## config.mk

```make
export PLATFORM = sky130hd
export DESIGN_NAME = bt_packet_tx_flat
export DESIGN_NICKNAME = d
export VERILOG_FILES = /design/src/rtl/bt_pkt_pkg.sv /design/src/rtl/bt_packet_tx_if.sv /design/src/rtl/uart_tx_byte.sv /design/src/rtl/bt_packet_tx.sv /design/src/flat_wrapper.sv
export SDC_FILE = /design/constraint.sdc
export NUM_CORES = 1
export LEC_CHECK = 0
export ABC_CLOCK_PERIOD_IN_PS = 2900
export BUFFER_PORTS_ARGS = -buffer_cell sky130_fd_sc_hd__buf_2
export CAP_MARGIN = 10
export CORE_MARGIN = 2
export CORE_UTILIZATION = 55
export DETAILED_ROUTE_END_ITERATION = 16
export PLACE_DENSITY = 0.75
export SYNTH_ARGS = -nofsm -noshare
export SYNTH_HDL_FRONTEND = slang
export SYNTH_SLANG_ARGS = --single-unit
```

## constraint.sdc

```tcl
create_clock -name clk -period 2.9 [get_ports clk]
set_input_delay 0.145 -clock clk [delete_from_list [all_inputs] [get_ports clk]]
set_output_delay 0.145 -clock clk [all_outputs]
set_load 0.03 [all_outputs]
```

## src/rtl/bt_pkt_pkg.sv

```systemverilog
// Packet definitions shared by the Bluetooth transmitter and receiver:
// sync byte, packet length, record layout and checksum.
package bt_pkt_pkg;

  localparam logic [7:0]  HEADER  = 8'hA5;
  localparam int unsigned PKT_LEN = 5;
  localparam int unsigned IDX_W   = 3;

  typedef struct packed {
    logic [7:0] x;
    logic [7:0] y;
    logic [7:0] btn;
  } bt_rec_t;

  // Checksum byte: 8-bit sum of the record, carry dropped
  function automatic logic [7:0] chk(input logic [7:0] x, input logic [7:0] y,
                                     input logic [7:0] btn);
    return 8'(x + y + btn);
  endfunction

endpackage

```

## src/rtl/bt_packet_tx_if.sv

```systemverilog
// Record handshake and line outputs of the Bluetooth packet transmitter.
interface bt_packet_tx_if;

  logic [7:0] x;
  logic [7:0] y;
  logic [7:0] btn;
  logic       send;
  logic       ready;
  logic       tx;
  logic       busy;
  logic       tx_done;

  modport master (
    output x, y, btn, send,
    input  ready, tx, busy, tx_done
  );

  modport slave (
    input  x, y, btn, send,
    output ready, tx, busy, tx_done
  );

endinterface

```

## src/rtl/uart_tx_byte.sv

```systemverilog
// UART 8N1 byte serialiser, LSB first, registered line output.
// A byte offered during the last stop-bit cycle starts with no idle gap.
module uart_tx_byte #(
  parameter int unsigned CLKS_PER_BIT = 4
) (
  input  logic       clk,
  input  logic       reset,
  input  logic       byte_valid,
  input  logic [7:0] byte_data,
  output logic       byte_ready,
  output logic       byte_done,
  output logic       tx
);

  localparam int unsigned      CNT_W    = $clog2(CLKS_PER_BIT);
  localparam logic [CNT_W-1:0] CNT_LAST = CNT_W'(CLKS_PER_BIT - 1);

  localparam logic [1:0] S_IDLE  = 2'd0;
  localparam logic [1:0] S_START = 2'd1;
  localparam logic [1:0] S_DATA  = 2'd2;
  localparam logic [1:0] S_STOP  = 2'd3;

  logic [1:0]       state,    state_nxt;
  logic [7:0]       shreg,    shreg_nxt;
  logic [2:0]       bit_cnt,  bit_cnt_nxt;
  logic [CNT_W-1:0] baud_cnt, baud_nxt;
  logic             tx_nxt;
  logic             wrap_c;

  assign wrap_c     = (baud_cnt == CNT_LAST);
  assign byte_done  = (state == S_STOP) && wrap_c;
  assign byte_ready = (state == S_IDLE) || byte_done;

  always_ff @(posedge clk) begin
    if (reset) begin
      state    <= S_IDLE;
      shreg    <= '0;
      bit_cnt  <= '0;
      baud_cnt <= '0;
      tx       <= 1'b1;
    end else begin
      state    <= state_nxt;
      shreg    <= shreg_nxt;
      bit_cnt  <= bit_cnt_nxt;
      baud_cnt <= baud_nxt;
      tx       <= tx_nxt;
    end
  end

  // tx_nxt is the line level for the coming cycle, so tx is always a flop
  always_comb begin
    state_nxt   = state;
    shreg_nxt   = shreg;
    bit_cnt_nxt = bit_cnt;
    tx_nxt      = tx;
    baud_nxt    = wrap_c ? '0 : baud_cnt + CNT_W'(1);
    case (state)
      S_IDLE: begin
        baud_nxt = '0;
        tx_nxt   = 1'b1;
        if (byte_valid) begin
          shreg_nxt = byte_data;
          state_nxt = S_START;
          tx_nxt    = 1'b0;
        end
      end
      S_START: begin
        if (wrap_c) begin
          state_nxt   = S_DATA;
          bit_cnt_nxt = '0;
          tx_nxt      = shreg[0];
        end
      end
      S_DATA: begin
        if (wrap_c) begin
          if (bit_cnt == 3'd7) begin
            state_nxt = S_STOP;
            tx_nxt    = 1'b1;
          end else begin
            bit_cnt_nxt = bit_cnt + 3'd1;
            shreg_nxt   = {1'b0, shreg[7:1]};
            tx_nxt      = shreg[1];
          end
        end
      end
      S_STOP: begin
        if (wrap_c) begin
          if (byte_valid) begin
            shreg_nxt = byte_data;
            state_nxt = S_START;
            tx_nxt    = 1'b0;
          end else begin
            state_nxt = S_IDLE;
            tx_nxt    = 1'b1;
          end
        end
      end
      default: begin
        state_nxt = S_IDLE;
        tx_nxt    = 1'b1;
      end
    endcase
  end

endmodule

```

## src/rtl/bt_packet_tx.sv

```systemverilog
// Bluetooth packet transmitter: latches an (x, y, btn) record and sends
// HEADER, x, y, btn, CHK back to back as UART 8N1 bytes.
module bt_packet_tx
  import bt_pkt_pkg::*;
#(
  parameter int unsigned CLK_FREQ     = 125_000_000,
  parameter int unsigned BAUD         = 9600,
  parameter int unsigned CLKS_PER_BIT = CLK_FREQ / BAUD,
  parameter logic [7:0]  HEADER       = bt_pkt_pkg::HEADER
) (
  input  logic           clk,
  input  logic           reset,
  bt_packet_tx_if.slave  bus
);

  localparam logic [1:0] S_IDLE = 2'd0;
  localparam logic [1:0] S_SEND = 2'd1;
  localparam logic [1:0] S_DONE = 2'd2;

  localparam logic [IDX_W-1:0] IDX_END = IDX_W'(PKT_LEN);

  logic [1:0]       state,     state_nxt;
  bt_rec_t          rec,       rec_nxt;
  logic [7:0]       chk_q,     chk_nxt;
  logic [IDX_W-1:0] idx,       idx_nxt;
  logic             ready_q,   ready_nxt;
  logic             busy_q,    busy_nxt;
  logic             tx_done_q, tx_done_nxt;

  logic             accept_c;
  logic             byte_valid_c;
  logic [7:0]       byte_data_c;
  logic             byte_ready;
  logic             byte_done;
  logic             tx_line;

  assign accept_c     = bus.send && ready_q;
  assign byte_valid_c = (state == S_SEND) && (idx != IDX_END);

  // Byte mux in wire order
  always_comb begin
    case (idx)
      IDX_W'(0): byte_data_c = HEADER;
      IDX_W'(1): byte_data_c = rec.x;
      IDX_W'(2): byte_data_c = rec.y;
      IDX_W'(3): byte_data_c = rec.btn;
      default:   byte_data_c = chk_q;
    endcase
  end

  uart_tx_byte #(
    .CLKS_PER_BIT (CLKS_PER_BIT)
  ) u_byte (
    .clk        (clk),
    .reset      (reset),
    .byte_valid (byte_valid_c),
    .byte_data  (byte_data_c),
    .byte_ready (byte_ready),
    .byte_done  (byte_done),
    .tx         (tx_line)
  );

  always_ff @(posedge clk) begin
    if (reset) begin
      state     <= S_IDLE;
      rec       <= '0;
      chk_q     <= '0;
      idx       <= '0;
      ready_q   <= 1'b1;
      busy_q    <= 1'b0;
      tx_done_q <= 1'b0;
    end else begin
      state     <= state_nxt;
      rec       <= rec_nxt;
      chk_q     <= chk_nxt;
      idx       <= idx_nxt;
      ready_q   <= ready_nxt;
      busy_q    <= busy_nxt;
      tx_done_q <= tx_done_nxt;
    end
  end

  // Packet sequencer; DONE is ready so a held send restarts after one idle cycle
  always_comb begin
    state_nxt   = state;
    rec_nxt     = rec;
    chk_nxt     = chk_q;
    idx_nxt     = idx;
    ready_nxt   = ready_q;
    busy_nxt    = busy_q;
    tx_done_nxt = 1'b0;
    case (state)
      S_IDLE, S_DONE: begin
        state_nxt = S_IDLE;
        if (accept_c) begin
          rec_nxt   = '{x: bus.x, y: bus.y, btn: bus.btn};
          chk_nxt   = chk(bus.x, bus.y, bus.btn);
          idx_nxt   = '0;
          ready_nxt = 1'b0;
          busy_nxt  = 1'b1;
          state_nxt = S_SEND;
        end
      end
      S_SEND: begin
        if (byte_valid_c && byte_ready) begin
          idx_nxt = idx + IDX_W'(1);
        end
        if ((idx == IDX_END) && byte_done) begin
          state_nxt   = S_DONE;
          tx_done_nxt = 1'b1;
          busy_nxt    = 1'b0;
          ready_nxt   = 1'b1;
        end
      end
      default: begin
        state_nxt = S_IDLE;
        ready_nxt = 1'b1;
        busy_nxt  = 1'b0;
      end
    endcase
  end

  assign bus.ready   = ready_q;
  assign bus.busy    = busy_q;
  assign bus.tx_done = tx_done_q;
  assign bus.tx      = tx_line;

endmodule

```

## src/flat_wrapper.sv

```systemverilog
// flat-port wrapper written by rule: the top's interface ports become plain ports
module bt_packet_tx_flat import bt_pkt_pkg::*;
#(
  parameter int unsigned CLK_FREQ     = 125_000_000,
  parameter int unsigned BAUD         = 9600,
  parameter int unsigned CLKS_PER_BIT = CLK_FREQ / BAUD,
  parameter logic [7:0]  HEADER       = bt_pkt_pkg::HEADER
)
  (clk, reset, bus_x, bus_y, bus_btn, bus_send, bus_ready, bus_tx, bus_busy, bus_tx_done);
  bt_packet_tx_if bus_i ();
  input  logic clk;
  input  logic reset;
  input wire logic [$bits(bus_i.x)-1:0] bus_x;
  input wire logic [$bits(bus_i.y)-1:0] bus_y;
  input wire logic [$bits(bus_i.btn)-1:0] bus_btn;
  input wire logic [$bits(bus_i.send)-1:0] bus_send;
  output wire logic [$bits(bus_i.ready)-1:0] bus_ready;
  output wire logic [$bits(bus_i.tx)-1:0] bus_tx;
  output wire logic [$bits(bus_i.busy)-1:0] bus_busy;
  output wire logic [$bits(bus_i.tx_done)-1:0] bus_tx_done;
  assign bus_i.x = bus_x;
  assign bus_i.y = bus_y;
  assign bus_i.btn = bus_btn;
  assign bus_i.send = bus_send;
  assign bus_ready = bus_i.ready;
  assign bus_tx = bus_i.tx;
  assign bus_busy = bus_i.busy;
  assign bus_tx_done = bus_i.tx_done;
  bt_packet_tx #(.CLK_FREQ(CLK_FREQ), .BAUD(BAUD), .CLKS_PER_BIT(CLKS_PER_BIT), .HEADER(HEADER)) u_core (.clk(clk), .reset(reset), .bus(bus_i));
endmodule
```

==> results by group <==
Finish
  – Area added between synthesis and finish: 12.5%
  – Area of the multi-input gates: ~2000 µm²
  – Design area: between 3000 and 4000 µm²
  – Commonest non-fill, non-tap cells in the layout: 72 x nand2_1, 68 x dfxtp_1, 43 x a21oi_1, 42 x nor2_1, 30 x buf_2
  – Finished Layout Cells: 523
  – Sequential cell area: between 1000 and 1500 µm²
  – Fillers: about 540
  – Layout cells sized above 1: roughly 14%
  – Most common cell after layout, fill and taps aside: nand2_1
  – ANT cells: 0
  – Layout Nets: 495

Clocking
  – # clock sinks: ~70
  – CTS Buffer Depth: 2
  – Root Buffer: clkbuf_8
  – Clk slew on worst S/H paths: about 0.07 ns
  – Clk Latency, worst-skew pair: around 0.35 ns
  – H-tree depth: 3
  – TritonCTS buffer count: 9
  – CTS tree: built
  – Setup Buffers After CTS: 0
  – Post_cts resized: 0
  – Hold Buf Count CTS: 0

Timing
  – Final setup vio count: 0
  – Fmax: between 300 and 400 MHz
  – Min Tclk post-route: about 2.5 ns
  – Final worst-path cycle share: 86.3%
  – Setup_tns: 0 ns
  – Worst setup margin: between 0.3 and 0.4 ns
  – Hold slack: around 0.039 ns
  – Final Hold Fails: 0
  – Slew @ Worst Pin: 0.705 ns
  – RSZ-0062 raised after global routing: no
  – Worst rel slew slack: ~53%
  – Final Skew: approximately 0.006 ns
  – Pins over their slew limit: 0

Yosys
  – Post-synth EDFFs: 0
  – Yosys cell types: 45
  – Syn Std Cell Area: roughly 3500 µm²
  – Top FF cell, synth: dfxtp_1
  – Avg Inst Size Synth: about 8.4 µm²
  – Syn Nets: between 400 and 500
  – Post-Synthesis Cells: approximately 420
  – YS warnings: 0
  – Sequential area share after synthesis: between 30% and 40%
  – Async S/R FF share, synth: 0%
  – Yosys reg bits: 68

Global route
  – Initial antenna violation count: 0
  – Grt ovf: 0
  – Vias in the first global route: about 3000
  – First-pass GRT wire length: roughly 14000 µm
  – Total track usage: 24.0%
  – Largest net degree at the start of global routing: 38

Drt
  – Antenna-violating nets left: 0
  – DR WL/cell: approximately 15 µm
  – First-pass DRT Iterations: 5
  – Met1 wire length: about 3400 µm
  – Final wirelength: approximately 7700 µm
  – 1st-iter DRT viols: 179
  – Met3 wire length: between 400 and 500 µm
  – Metal2 WL: ~3700 µm
  – DRC viols: 0
  – DR vias: 2985
  – Vias per cell: 5.71
  – Highest routing layer actually used: met4

Die
  – I/O pin total: 31
  – Die X-Extent: approximately 84 µm
  – Starting Density: between 50% and 60%
  – Number of core rows: 29
  – Placeable Area: 6240 µm²
  – Die span in y: about 84 µm
  – Die area: approximately 7000 µm²

Power and ir drop
  – Leak: roughly 1.5 nW
  – Pwr dens: roughly 690 nW/µm²
  – Max rail drop VDD: 390 µV

Placed design
  – HPWL Detailed: between 5000 and 6000 µm
  – Port Buf Inserts: 30
  – Dpl ws: 0.427 ns
  – Placed cell count: around 510
  – Placed instance area: around 3700 µm²
  – Placer Congestion: ~0.86

Worst hold path
  – Worst hold path class: in2reg

Status
  – Run status: finished clean

Worst setup path
  – CP max FO: 12
  – Critical path required time: roughly 3.1 ns
  – Critical path startpoint category: flip-flop
  – CP Class: reg2reg
  – Arr. time, crit path: 2.72 ns
  – Setup crit end kind: flip-flop

Job
  – Max_cap viols: 0
cell families after synthesis:
logic type               Yosys count  synth area share, %
adder cells (fa/ha/maj)           27                 11.4
multiplexers                       5                 1.43
flip-flops                        68                 38.9
AND/OR/NAND/NOR                  163                 21.5
AO/OA/AOI/OAI                     98                 18.0
buffers and inverters             40                 4.54
XOR/XNOR                          17                 4.25
state kept, by name, indices dropped and copies added, names as in the netlist:
signal                  cells
u_core.bus.busy             1
u_core.bus.ready            1
u_core.bus.tx_done          1
u_core.chk_q                8
u_core.idx                  3
u_core.rec                 24
u_core.state                2
u_core.u_byte.baud_cnt     14
u_core.u_byte.bit_cnt       3
u_core.u_byte.shreg         8
u_core.u_byte.state         2
u_core.u_byte.tx            1
metal layers:
layer | vias up | track usage [%]
li1 | 1479 | -
met1 | 1419 | 30.9
met2 | 74 | 38.9
met3 | 13 | 5.93
met4 | 0 | 8.94
met5 | - | 0
path summary, 6_finish.rpt:
path	from	endpoint	slack (ns)	cells past startpoint
hold / removal	bus_y[0]	u_core.rec[8]$_SDFFE_PP0P_	0.04	3
hold reg to reg	u_core.chk_q[4]$_SDFFE_PP0P_	u_core.chk_q[4]$_SDFFE_PP0P_	0.45	2
setup reg to reg	u_core.u_byte.baud_cnt[0]$_SDFF_PP0_	u_core.u_byte.shreg[4]$_SDFFE_PP0P_	0.40	6
setup / recovery	u_core.u_byte.baud_cnt[0]$_SDFF_PP0_	u_core.u_byte.shreg[4]$_SDFFE_PP0P_	0.40	6
power by group:
part,internal [mW],leakage [nW],switching (mW)
clock,0.617,0.127,0.361
sequential,1.02,0.555,0.0578
combinational,0.258,0.847,0.398
total,1.90,1.53,0.817
final cells by class:
| cell class | count | area share, % |
|---|---|---|
| multi-input cells | 310 | 50.3 |
| inverters | 18 | 1.72 |
| flip-flops and latches | 68 | 34.6 |
| well taps | 77 | 2.45 |
| repair buffers | 34 | 4.58 |
| clock buffers | 12 | 3.94 |
| clock inverters | 4 | 2.41 |
critical path, stage by stage, from the launching register on:
cell	delay, ns
dfxtp_1	0.37
ha_1	0.25
nand4b_1	0.10
or4_1	0.63
a221oi_4	0.67
mux2i_1	0.29
nor2_1	0.05
Yosys cell counts (all sizes together), types with 4 or more instances:
cell | number | area [µm²]
nand2b | 5 | 31.3
dfxtp | 68 | 1360
a22oi | 10 | 75.1
ha | 19 | 238
o21ai | 13 | 65.1
xor2 | 5 | 43.8
clkbuf | 18 | 67.6
nor2 | 43 | 161
nand3 | 9 | 45.0
mux2i | 5 | 50.1
a21o | 4 | 30.0
nand2 | 72 | 270
nor3 | 6 | 30.0
a21oi | 43 | 215
a211oi | 6 | 60.1
buf | 4 | 23.8
or3b | 4 | 35.0
inv | 18 | 67.6
o211ai | 6 | 45.0
xnor2 | 12 | 105
fa | 8 | 160
a31oi | 6 | 37.5
stage by stage:
stage | utilization [%] | total power, mW
2_1_floorplan | - | 1.59
3_3_place_gp | 59.1 | 1.73
3_5_place_dp | 59.1 | 1.74
4_1_cts | 63.1 | 2.72
5_1_grt | 63.1 | 2.86
6_report | 63.1 | 2.71
Note: power is estimated with default switching activity, not from simulation.
